<file path="src/rtl/reg_bus_arb_pkg.sv">
// Shared types and constants for the register-bus arbiter.
package reg_bus_arb_pkg;

    // Transaction sequencing states.
    typedef enum logic [1:0] {
        IDLE   = 2'd0,
        CMD    = 2'd1,
        RDWAIT = 2'd2,
        RSP    = 2'd3
    } arb_state_e;

    // Register-bus opcode encoding.
    localparam logic BUS_OP_RD = 1'b0;
    localparam logic BUS_OP_WR = 1'b1;

    // Default geometry.
    localparam int unsigned DEF_NUM_REQ = 4;
    localparam int unsigned DEF_AW      = 16;
    localparam int unsigned DEF_DW      = 16;

endpackage

</file>
<file path="src/rtl/rr_arbiter.sv">
// Combinational round-robin arbiter: searches req starting one past ptr and wraps.
module rr_arbiter #(
    parameter int unsigned N  = 4,
    parameter int unsigned IW = $clog2(N)
) (
    input  logic [N-1:0]  req,
    input  logic [IW-1:0] ptr,
    input  logic          enable,
    output logic [N-1:0]  gnt,
    output logic [IW-1:0] idx
);

    logic          found;
    logic [IW-1:0] cand;

    // Walk requesters in priority order ptr+1, ptr+2, ... and take the first one asserted.
    always_comb begin
        gnt   = '0;
        idx   = '0;
        found = 1'b0;
        cand  = '0;
        for (int unsigned k = 1; k <= N; k++) begin
            cand = IW'((32'(ptr) + k) % N);
            if (enable && !found && req[cand]) begin
                found     = 1'b1;
                gnt[cand] = 1'b1;
                idx       = cand;
            end
        end
    end

endmodule

</file>
<file path="src/rtl/reg_bus_arbiter.sv">
// Round-robin sequencer sharing one register bus between NUM_REQ requesters.
// One transaction in flight at a time: IDLE -> CMD -> (RDWAIT ->) RSP -> IDLE.
module reg_bus_arbiter import reg_bus_arb_pkg::*; #(
    parameter int unsigned NUM_REQ = DEF_NUM_REQ,
    parameter int unsigned AW      = DEF_AW,
    parameter int unsigned DW      = DEF_DW
) (
    input  logic                  clk,
    input  logic                  rst_n,
    input  logic [NUM_REQ-1:0]    req_valid,
    output logic [NUM_REQ-1:0]    req_ready,
    input  logic [NUM_REQ-1:0]    req_op,
    input  logic [NUM_REQ*AW-1:0] req_addr,
    input  logic [NUM_REQ*DW-1:0] req_wdata,
    output logic [NUM_REQ-1:0]    rsp_valid,
    output logic [DW-1:0]         rsp_rdata,
    output logic                  bus_cmd_valid,
    output logic                  bus_op,
    output logic [AW-1:0]         bus_addr,
    output logic [DW-1:0]         bus_wr_data,
    input  logic [DW-1:0]         bus_rd_data
);

    localparam int unsigned IW = $clog2(NUM_REQ);

    arb_state_e           state_q;
    logic [IW-1:0]        ptr_q;
    logic [IW-1:0]        idx_q;
    logic [NUM_REQ-1:0]   gnt;
    logic [IW-1:0]        gnt_idx;
    logic                 arb_enable;
    logic                 accept;
    logic                 sel_op;
    logic [AW-1:0]        sel_addr;
    logic [DW-1:0]        sel_wdata;
    logic [NUM_REQ-1:0]   idx_onehot;

    // Grants are only offered while idle; reset forces them low too.
    assign arb_enable = (state_q == IDLE) && rst_n;

    rr_arbiter #(
        .N  (NUM_REQ),
        .IW (IW)
    ) u_rr_arbiter (
        .req    (req_valid),
        .ptr    (ptr_q),
        .enable (arb_enable),
        .gnt    (gnt),
        .idx    (gnt_idx)
    );

    assign req_ready = gnt;
    assign accept    = |(req_valid & gnt);

    // One-hot mux of the winning requester's command fields.
    always_comb begin
        sel_op    = 1'b0;
        sel_addr  = '0;
        sel_wdata = '0;
        for (int unsigned i = 0; i < NUM_REQ; i++) begin
            if (gnt[i]) begin
                sel_op    = req_op[i];
                sel_addr  = req_addr[i*AW +: AW];
                sel_wdata = req_wdata[i*DW +: DW];
            end
        end
    end

    // Decode the latched requester index for the response pulse.
    always_comb begin
        idx_onehot = '0;
        for (int unsigned i = 0; i < NUM_REQ; i++) begin
            idx_onehot[i] = (idx_q == IW'(i));
        end
    end

    // Sequencer FSM with registered bus and response outputs.
    always_ff @(posedge clk or negedge rst_n) begin
        if (!rst_n) begin
            state_q       <= IDLE;
            ptr_q         <= IW'(NUM_REQ - 1);
            idx_q         <= '0;
            bus_cmd_valid <= 1'b0;
            bus_op        <= BUS_OP_RD;
            bus_addr      <= '0;
            bus_wr_data   <= '0;
            rsp_valid     <= '0;
            rsp_rdata     <= '0;
        end else begin
            bus_cmd_valid <= 1'b0;
            rsp_valid     <= '0;
            unique case (state_q)
                IDLE: begin
                    if (accept) begin
                        state_q       <= CMD;
                        ptr_q         <= gnt_idx;
                        idx_q         <= gnt_idx;
                        // Bus fields double as the transaction latch; they hold afterwards.
                        bus_cmd_valid <= 1'b1;
                        bus_op        <= sel_op;
                        bus_addr      <= sel_addr;
                        bus_wr_data   <= sel_wdata;
                    end
                end
                CMD: begin
                    if (bus_op == BUS_OP_WR) begin
                        state_q   <= RSP;
                        rsp_valid <= idx_onehot;
                        rsp_rdata <= '0;
                    end else begin
                        state_q <= RDWAIT;
                    end
                end
                RDWAIT: begin
                    // Slave registers read data, so it is valid in this cycle.
                    state_q   <= RSP;
                    rsp_valid <= idx_onehot;
                    rsp_rdata <= bus_rd_data;
                end
                RSP: begin
                    state_q <= IDLE;
                end
                default: begin
                    state_q <= IDLE;
                end
            endcase
        end
    end

    // Protocol invariants.
    a_ready_onehot : assert property (@(posedge clk) disable iff (!rst_n)
        $onehot0(req_ready));
    a_rsp_onehot : assert property (@(posedge clk) disable iff (!rst_n)
        $onehot0(rsp_valid));
    a_cmd_single : assert property (@(posedge clk) disable iff (!rst_n)
        bus_cmd_valid |=> !bus_cmd_valid);
    a_ready_idle_only : assert property (@(posedge clk) disable iff (!rst_n)
        (req_ready != '0) |-> (state_q == IDLE));

endmodule

</file>
<file path="config.mk">
export PLATFORM = sky130hd
export DESIGN_NAME = reg_bus_arbiter
export DESIGN_NICKNAME = d
export VERILOG_FILES = /design/src/rtl/reg_bus_arb_pkg.sv /design/src/rtl/rr_arbiter.sv /design/src/rtl/reg_bus_arbiter.sv
export SDC_FILE = /design/constraint.sdc
export NUM_CORES = 1
export LEC_CHECK = 0
export BUFFER_PORTS_ARGS = -buffer_cell sky130_fd_sc_hd__buf_2
export CORE_MARGIN = 2
export CORE_UTILIZATION = 48
export CTS_BUF_LIST = sky130_fd_sc_hd__clkbuf_8
export DETAILED_ROUTE_END_ITERATION = 8
export GPL_ROUTABILITY_DRIVEN = 1
export HOLD_SLACK_MARGIN = 0.1
export PLACE_DENSITY = 0.86
export SYNTH_ARGS = -nofsm -noshare
export SYNTH_HDL_FRONTEND = slang
export SYNTH_SLANG_ARGS = --single-unit
</file>
<file path="constraint.sdc">
create_clock -name clk -period 3.66 [get_ports clk]
set_clock_uncertainty 0.2 [all_clocks]
set_input_delay 0.366 -clock clk [delete_from_list [all_inputs] [get_ports clk]]
set_output_delay 0.366 -clock clk [all_outputs]
set_load 0.05 [all_outputs]
</file>
# ---- Word-level counts from Yosys, hierarchy flattened
# Index checks and enable logic that the tools add are counted.
dict set report word_totals {
  n_memories 0
  ramBits 0
  out_inout_bits 58
  word_cells 102
  latchBits 0
  mem_bits_ro 0
  inputBits 154
  reg_bits 60
}
dict set report op_classes {
  n_shift 0
  n_reduce_logical 21
  mux 48
  n_div 0
  order_cmp 8
  addsub 4
  n_eq_ne 8
  n_mul 0
  bitwise 4
}
# op n
set op_table {}
lappend op_table {{16-bit 2-to-1 mux} 9}
lappend op_table {{16-bit one-hot mux with 2 select lines} 1}
lappend op_table {{4-bit 2-to-1 mux} 5}
lappend op_table {{1-bit 2-to-1 mux} 18}
lappend op_table {{1-bit logical AND} 12}
lappend op_table {{2-bit by 3-bit < comparator with 1-bit output, second input constant} 4}
lappend op_table {{4-bit OR} 3}
lappend op_table {{2-bit 2-to-1 mux} 5}
lappend op_table {{1-bit binary-select mux with 2-bit select} 4}
lappend op_table {{1-bit demux with 2-bit select} 4}
lappend op_table {{2-bit equality test, second input constant} 4}
lappend op_table {{2-bit by 1-bit greater-or-equal comparator with 1-bit output, second input constant} 4}
lappend op_table {{2-bit one-hot mux with 4 select lines} 1}
lappend op_table {{4-bit one-hot mux with 2 select lines} 1}
lappend op_table {{2-bit by 1-bit adder with 2-bit output, second input constant} 2}
lappend op_table {{2-bit adder, second input constant} 2}
lappend op_table {{4-bit AND} 1}
lappend op_table {{2-bit by 1-bit equality test with 1-bit output, second input constant} 2}
lappend op_table {{2-bit zero test} 2}
lappend op_table {{2-bit != test, second input constant} 2}
lappend op_table {{2-bit AND reduction} 2}
lappend op_table {{4-bit OR reduction} 1}
lappend op_table {{1-bit zero test} 3}
lappend op_table {{2-bit nonzero test} 1}

# ---- Logic depth before layout (Yosys ltp)
# Gate-level depths: netlist of the first run.
dict set report depth {
  word_depth 21
  depth_mapped 14
  depth_no_buf 11
}

# ---- Modules after synthesis
# Synthesis of the first run repeated with hierarchy kept, for this count alone.
dict set report hier_totals {
  cells_unflattened 429
  area_unflattened_um2 4297.9
}
# mod cells_each seq_area_each_um2 n_inst area_per_inst_um2
set modules_own_cells {}
lappend modules_own_cells {reg_bus_arbiter 381 1503.9 1 3851.2}
lappend modules_own_cells {rr_arbiter 48 0.0 1 446.7}

# ---- Worst setup path after synthesis of the first run
# No wires, ideal clock.
dict set report synth_timing {
  path_type {register to register}
  from {reg ptr_q[1]}
  to {reg bus_wr_data[3]}
  synth_period_minus_slack_ns 3.531
  slack_ns 0.129
  path_buffers 4
  stages_incl_launch_ff 13
  setup_time_ns 0.092
  t_arrival_ns 3.239
  t_required_ns 3.368
  path_cell_list {dfstp_2 buf_2 inv_1 ha_1 mux4_2 buf_2 o21a_1 o221ai_2 and4bb_1 buf_6 buf_12 a221oi_2 o31ai_2}
}
dict set report synth_via {
  elab_chain_cells 21
  elab_cells_between_ends 59
  cone_classes {4 x add/sub; 8 x order compare; 27 x mux; 4 x bitwise; 16 x reduce/logical}
}
# item line
set synth_rtl {}
lappend synth_rtl {{start: declaration} reg_bus_arbiter.sv:27} ;# logic [IW-1:0] ptr_q;
lappend synth_rtl {{start signal: assignment} reg_bus_arbiter.sv:81} ;# ptr_q <= IW'(NUM_REQ - 1);
lappend synth_rtl {{start signal: assignment} reg_bus_arbiter.sv:96} ;# ptr_q <= gnt_idx;
lappend synth_rtl {{branches (longest 16 deep; another with 2-bit by 3-bit < comparator with 1-bit output)} n/a}
lappend synth_rtl {{4-bit 2-to-1 mux *} rr_arbiter.sv:24} ;# if (enable && !found && req[cand]) begin
lappend synth_rtl {{via req_ready[0]} reg_bus_arbiter.sv:11} ;# output logic [NUM_REQ-1:0] req_ready,
lappend synth_rtl {{16-bit 2-to-1 mux (4 in series)} reg_bus_arbiter.sv:61} ;# if (gnt[i]) begin
lappend synth_rtl {{end signal: assignment} reg_bus_arbiter.sv:102} ;# bus_wr_data <= sel_wdata;
lappend synth_rtl {{end: declaration} reg_bus_arbiter.sv:20} ;# output logic [DW-1:0] bus_wr_data,
# Mark *: on every way through the listed nets, which the timed path passes. The select of a mux whose other input is x is not followed.
# A chain may end at the register's enable or synchronous reset.

# ---- Worst setup path in the final report of the first run
dict set report layout_timing {
  from {reg ptr_q[1]}
  to {out req_ready[1]}
}
dict set report layout_via {
  elab_chain_cells 17
  elab_cells_between_ends 52
  cone_classes {4 x add/sub; 8 x order compare; 23 x mux; 3 x bitwise; 14 x reduce/logical}
}
# item line
set layout_rtl {}
lappend layout_rtl {{branches (longest 16 deep; another with 2-bit by 3-bit < comparator with 1-bit output)} n/a}
lappend layout_rtl {{4-bit 2-to-1 mux *} rr_arbiter.sv:24}
lappend layout_rtl {{end: declaration} reg_bus_arbiter.sv:11}
# Every way passes the cells marked *. The select of a mux whose other input is x is not followed.

==> run metrics, run 1 <==
Internal Power 2240 uW; final net count 776; Yosys cell types 64; PnR worst setup slack 0.105 ns; Synth top area share 32.9%; Pleak 0.00310 uW; critical path, cell by cell inv_1 -> ha_1 -> mux4_2 -> nand2_1 -> o21a_1 -> nor2_1 -> or3b_2 -> buf_12 -> buf_4; Rows 34; Critical Path Sink Type output port; setup TNS 0 ns; maximum buffer depth of the clock tree 2; post-route ant nets 0; Max Slew Vio Count 0; share of post-route cells with drive strength above 1 53.0%; drt total wl 13900 um; All-Layer GR Usage 26.5%; initial antenna violation count 0; Buffers on Ports 211; Tightest Hold Check Type in -> reg; CP Buf/Inv Count 3; root buf cell clkbuf_8; core area 8810 um^2; Reg area 1500 um^2; Req. time, crit path 3.09 ns; Overflow after GRT 0; peak supply drop 0.297 mV; max incr delay on CP 0.53 ns; post-synthesis async set-or-reset flop share 100%; Diodes inserted 0; Top FF cell, synth dfrtp_1; CTS tree done; H-tree depth 3; #FFs+latches synth 60; power per cell area 752 nW/um^2; Rel. slew slack 21.6%; vias in the first global route 4108; syn_area_per_cell 11.3 um^2; first-pass GRT wire length 20800 um; CP max stage cell dfstp_2; Post-Route Utilization 66.9%; crit-path max FO 34; die area 9970 um^2; P&R area growth vs syn 33.6%; CTS buffer count 9; switch share 49.5%; largest net degree at the start of global routing 57; Fin. Hold Viols 0; placed wire-length estimate 10000 um; net switching power 2200 uW; Clk network pwr share 17.0%; Hold Crit Depth 4; DRC 0; Yosys Warn Count 0; Max-cap violations 0; sequential area share after synthesis 34.1%; Peak Freq 281 MHz; Combinational Power Share 59.5%; outcome complete, no violations; Worst Hold Path EP bus_wr_data[14]; Reg-to-Reg Start ptr_q[1]; routability cong. 0.920; footprint of the multi-input gates 2570 um^2; number of synthesized flops with an enable pin 0; worst setup path class reg -> out; Fillers 653; Clock transition at path regs 0.08 ns; Setup crit start kind register; fin crit share 97.1%; DIE WIDTH 99.9 um; FF-to-FF End bus_addr[13]; Worst Path Arrival 2.99 ns; ranking of synthesized cells by area dfrtp_1 33%, a221oi_2 10%, o31ai_2 8.5%; pre-CTS WS 0.214 ns; Hold Path Origin req_wdata[62]; worst-skew pair later-pin latency 0.34 ns; io pins 212; drt wl/cell 19.2 um; cell taking the most area after synthesis dfrtp_1; Final min period 3.55 ns; CP top delay family simple AND/OR/NAND/NOR gates; final setup fails 0; DRT Pass-1 Iters 6; Worst R2R Setup Slack 0.34 ns; via count 4208; Net Count, Synth 558; DRT iter0 DRCs 247; sequential power share 23.5%; Mapped Cells 392; FF-to-FF path depth 10; via density per instance 5.82; final hold slack 0.148 ns; Starting Density 50.1%; DIE HEIGHT 99.9 um; Post-Synthesis Cell Area 4410 um^2; Worst-Margin Slew 1.17 ns; clock sinks 60
cells in the final DEF, fill, tap and decap left out, types with 2 or more instances in the layout:
| cell | count |
|---|---|
| a21oi_1 | 4 |
| inv_1 | 7 |
| bufinv_16 | 3 |
| mux2i_1 | 35 |
| o31ai_1 | 3 |
| ha_1 | 12 |
| nand4_1 | 2 |
| and2_1 | 35 |
| a22oi_1 | 2 |
| dfrtp_1 | 58 |
| buf_12 | 4 |
| o21a_1 | 5 |
| nor4_1 | 2 |
| clkinv_4 | 2 |
| nand2_1 | 18 |
| o21ai_1 | 2 |
| clkbuf_8 | 9 |
| dlygate4sd3_1 | 17 |
| nand3b_1 | 2 |
| o21ai_0 | 35 |
| buf_4 | 14 |
| buf_2 | 210 |
| a221oi_1 | 3 |
| nor3_1 | 2 |
| a22o_1 | 16 |
| nor2_1 | 12 |
| dfstp_2 | 2 |
| a221oi_2 | 30 |
| o31ai_2 | 30 |
| inv_2 | 2 |
synthesized netlist by cell type (2+ instances only):
master	n
buf_6	6
clkbuf_1	12
a21oi_1	4
mux2i_1	35
o31ai_1	3
o21ai_1	2
buf_12	6
a221oi_1	3
o21ai_0	35
dfrtp_1	58
buf_4	4
and2_1	35
dfstp_2	2
a22oi_1	2
inv_1	7
nor3_1	2
nor2_1	12
nand2_1	18
buf_2	9
a22o_1	16
a221oi_2	30
nor4_1	2
inv_2	2
o31ai_2	30
nand3b_1	2
ha_1	12
o21a_1	5
nand4_1	2
tightest hold or removal path: cells and delay by family:
kind                   cells  cell delay (ns)
multiplexers               1             0.06
buffers and inverters      1             0.07
AO/OA/AOI/OAI              1             0.06
AND/OR/NAND/NOR            1             0.10
final cells by class:
type,count,share of cell area (%)
tap,108,2.29
inverter,9,0.573
timing repair buffer,245,23.9
sequential,60,25.5
clock buffer,9,2.10
multi-input combinational,285,43.5
clock inverter,7,2.10
routing by layer:
metal,GRT usage (%),part of all wire [%]
met1,33.5,40
met2,44.2,51
met3,5.22,6.3
met4,12.0,3.0
met5,0,0
worst max-delay path by stage:
stage | from | cells after the start | to | slack (ns)
after floorplan | ptr_q[1] | 12 | bus_wr_data[3] | 0.13
after global placement | ptr_q[0] | 9 | req_ready[1] | 0.31
after detailed placement | ptr_q[0] | 10 | bus_wr_data[6] | 0.21
after CTS | ptr_q[1] | 9 | req_ready[1] | 0.08
after global routing | ptr_q[1] | 9 | req_ready[1] | -0.0008
final | ptr_q[1] | 9 | req_ready[1] | 0.11
flip-flops by register name, indices dropped and copies added (netlist names):
register / count
state_q: 2
bus_wr_data: 16
rsp_valid: 4
idx_q: 2
rsp_rdata: 16
ptr_q: 2
bus_addr: 16
bus_op: 1
bus_cmd_valid: 1
what timing repair did:
action / in CTS / in global routing
hold buffers: 17 / 0
gates resized for setup: 0 / 2
endpoints found under the hold margin: 24 / 0
pin swaps: 0 / 0
setup buffers: 2 / 2
setup endpoints to repair: 2 / 1
kinds of logic (layout without fill, tap and decap cells):
logic type | after synthesis | after routing | synth area share (%)
buffers and inverters | 47 | 270 | 7.92
muxes | 38 | 38 | 9.31
AOI/OAI and AO/OA | 149 | 149 | 33.9
and+or+nand+nor | 86 | 86 | 11.4
adders and majority gates | 12 | 12 | 3.40
DFF | 60 | 60 | 34.1
power by group through the flow:
stage	registers, uW	logic, uW	clock network, uW
global route	1060	2790	795
detailed placement	1060	2560	0
global placement	1040	2510	0
finish	1040	2640	754
CTS	1030	2600	770
floorplan	1750	1290	0
through the flow:
stage | instance area (um^2) | cells | total power, uW
after floorplan | 4410 | 392 | 3040
after global placement | 5440 | 686 | 3550
after detailed placement | 5440 | 686 | 3620
after CTS | 5880 | 721 | 4410
after global routing | 5890 | 723 | 4650
final | 5890 | 723 | 4430
Power figures use the tool's default switching activity.
==> inputs of run 2 (changes only) <==
--- a/config.mk
+++ b/config.mk
@@ -5,6 +5,7 @@
 export SDC_FILE = /design/constraint.sdc
 export NUM_CORES = 1
 export LEC_CHECK = 0
+export ABC_AREA = 1
 export BUFFER_PORTS_ARGS = -buffer_cell sky130_fd_sc_hd__buf_2
 export CORE_MARGIN = 2
 export CORE_UTILIZATION = 48
==> constraint.sdc (replaced) <==
create_clock -name clk -period 3.66 [get_ports clk]
set_clock_uncertainty 0.2 [all_clocks]
set_input_delay 0.183 -clock clk [delete_from_list [all_inputs] [get_ports clk]]
set_output_delay 0.183 -clock clk [all_outputs]
set_load 0.05 [all_outputs]
==> run 2 against run 1 <==
Compared with the run above: core utilization increased by 14 points; clock power decreased by 22%; sequential share of layout area decreased by 4.2 points; combinational power increased by 22%; sequential cell count unchanged; hold slack got worse by 0.021 ns; cell count increased by 55%; sequential power increased by 5%; synthesized cell count increased by 69%.
==> run metrics, run 2 <==
final net count 1172; #FFs+latches synth 60; via count 6162; Rows 34; pre-CTS WS 0.424 ns; io pins 212; DRT Pass-1 Iters 6; drt total wl 19400 um; PnR worst setup slack 0.188 ns; Commonest cells post-synth 269 x nand2_1, 67 x a21oi_1, 61 x inv_1; initial antenna violation count 1; CTS tree done; Buffers on Ports 211; switch share 56.3%; Hold Crit Depth 7; DP Cell Count 957; Post-CTS Setup Bufs 0; Critical Path Sink Type output port; CTS buffer count 9; Reg-to-Reg Start ptr_q[0]; Max Slew Vio Count 0; Synth top area share 33.7%; critical path, cell by cell inv_1 -> ha_1 -> inv_1 -> nand3_1 -> nand2_4 -> nor2_2 -> nand2_1 -> nand2_1 -> clkinv_1 -> nand3_4 -> buf_6 -> clkbuf_4; Hold Path Origin req_wdata[28]; WP depth 12; worst-skew pair later-pin latency 0.34 ns; Tightest Hold Check Type in -> reg; sequential power share 22.2%; PnR Total Power 4910 uW; Post-Route Utilization 81.0%; Rel. slew slack 33.7%; DRT iter0 DRCs 471; max incr delay on CP 0.62 ns; Mapped Cells 662; net switching power 2760 uW; Yosys cell types 29; die area 9750 um^2; via density per instance 5.50; FF-to-FF End bus_addr[1]; Post-Synth Adder-Cell Area 3.48%; post-synthesis async set-or-reset flop share 100%; maximum buffer depth of the clock tree 2; Net Count, Synth 828; CP max stage cell dfstp_2; XOR/XNOR Fraction of Synth Area 0%; Pleak 0.00417 uW; Starting Density 49.4%; outcome complete, no violations; Overflow after GRT 0; Final min period 3.47 ns; Synth Area in Compound Gates 10.5%; setup TNS 0 ns; largest family of logic cells by synthesized area simple AND/OR/NAND/NOR gates; Worst-Margin Slew 0.994 ns; post-synthesis mux area share 0%; biggest registers after layout bus_addr (16), bus_wr_data (16), rsp_rdata (16); root buf cell clkbuf_8; ranking of synthesized cells by area dfrtp_1 34%, nand2_1 23%, a21oi_1 7.8%; count leader, synth nand2_1; largest net degree at the start of global routing 68; Worst Path Arrival 3.09 ns; syn_area_per_cell 6.51 um^2; Clk network pwr share 12.0%; Combinational Power Share 65.8%; CP Buf/Inv Count 5; All-Layer GR Usage 39.7%; final setup fails 0; routability cong. 1.02; Req. time, crit path 3.28 ns; placed wire-length estimate 9430 um; H-tree depth 3; unrepaired setup endpoints after global routing no; clock sinks 60; DIE WIDTH 98.8 um; peak supply drop 0.339 mV; cell taking the most area after synthesis dfrtp_1; post-route ant nets 0; Worst R2R Setup Slack 0.27 ns; core area 8720 um^2; Worst Hold Path EP bus_wr_data[12]; worst setup path class reg -> out; Peak Freq 288 MHz; P&R area growth vs syn 64.0%; sequential area share after synthesis 34.9%; vias in the first global route 6499; power per cell area 695 nW/um^2; Internal Power 2150 uW; Setup crit start kind register; crit-path max FO 23; DIE HEIGHT 98.8 um; CP top delay family buffers and inverters; simple-gate share of the synthesized area 40.7%; first-pass GRT wire length 30800 um; Layout Cells excl Fill 1120; Post-Synthesis Cell Area 4310 um^2; Fin. Hold Viols 0; commonest non-fill, non-tap cell in the layout nand2_1; commonest non-fill, non-tap cells in the layout 269 x nand2_1, 210 x buf_2, 146 x dlygate4sd3_1; share of post-route cells with drive strength above 1 29.0%; DRC 0; drt wl/cell 17.3 um; fin crit share 94.9%; Clock transition at path regs 0.07 ns; Yosys Warn Count 0; Max-cap violations 0; Top FF cell, synth dfrtp_1; FF-to-FF path depth 17; number of synthesized flops with an enable pin 0
[run 2: changes by cell type after synthesis, sizes merged, moves of 35 or more]
cell / change
nor2: +66
mux2i: -35
and2: -35
a21oi: +62
nand2: +257
inv: +57
nand3: +40
[run 2: worst min-delay path, delay by kind of cell]
kind / cells / cell delay [ns]
compound gates: 1 / 0.07
buf+inv: 2 / 0.14
simple gates: 4 / 0.24
[run 2: cells by family after synthesis]
group | count (synthesis)
buf+inv | 102
simple gates | 399
compound gates | 89
flops | 60
fa+ha+maj | 12
[run 2: cell type report]
class | count | area [um^2]
antenna | 1 | 2.50
clock buffer | 9 | 124
clock inverter | 7 | 67.6
fill | 494 | 1650
inverter | 69 | 259
multi-input combinational | 500 | 2360
sequential | 60 | 1500
tap | 108 | 135
timing repair buffer | 366 | 2620
[run 2: how the worst max path moves through the flow]
stage,from,endpoint
after detailed placement,ptr_q[1],bus_addr[9]
after CTS,ptr_q[1],req_ready[3]
after global placement,ptr_q[1],bus_wr_data[13]
after global routing,ptr_q[0],req_ready[3]
after floorplan,ptr_q[0],bus_wr_data[10]
final,ptr_q[1],req_ready[3]
[run 2: stage by stage]
step / cell area [um^2] / hold slack, ns
4_1_cts: 7060 / 0.113
6_report: 7070 / 0.127
5_1_grt: 7070 / 0.161
3_5_place_dp: 5410 / 0.220
3_3_place_gp: 5410 / 0.210
2_1_floorplan: 4310 / -0.313
[run 2: power by group through the flow]
stage,clock [uW],combinational [uW],sequential [uW]
floorplan,0,1530,1800
finish,591,3230,1090
global placement,0,2880,1070
CTS,591,3040,1070
global route,627,3460,1110
detailed placement,0,2920,1080
[run 2: timing repair]
item	4_1_cts	5_1_grt
hold buffers	146	0
gates resized for setup	0	2
setup endpoints to repair	0	1
hold endpoints to repair	107	0
[run 2: metal layers]
layer  global-route usage [%]  vias to the layer above  part of all wire (%)
met5                        0                        -                     0
met4                     31.1                        0                   8.0
met3                     14.3                      175                    13
met2                     61.6                      583                    45
met1                     44.0                     2672                    34
li1                         -                     2732                     -
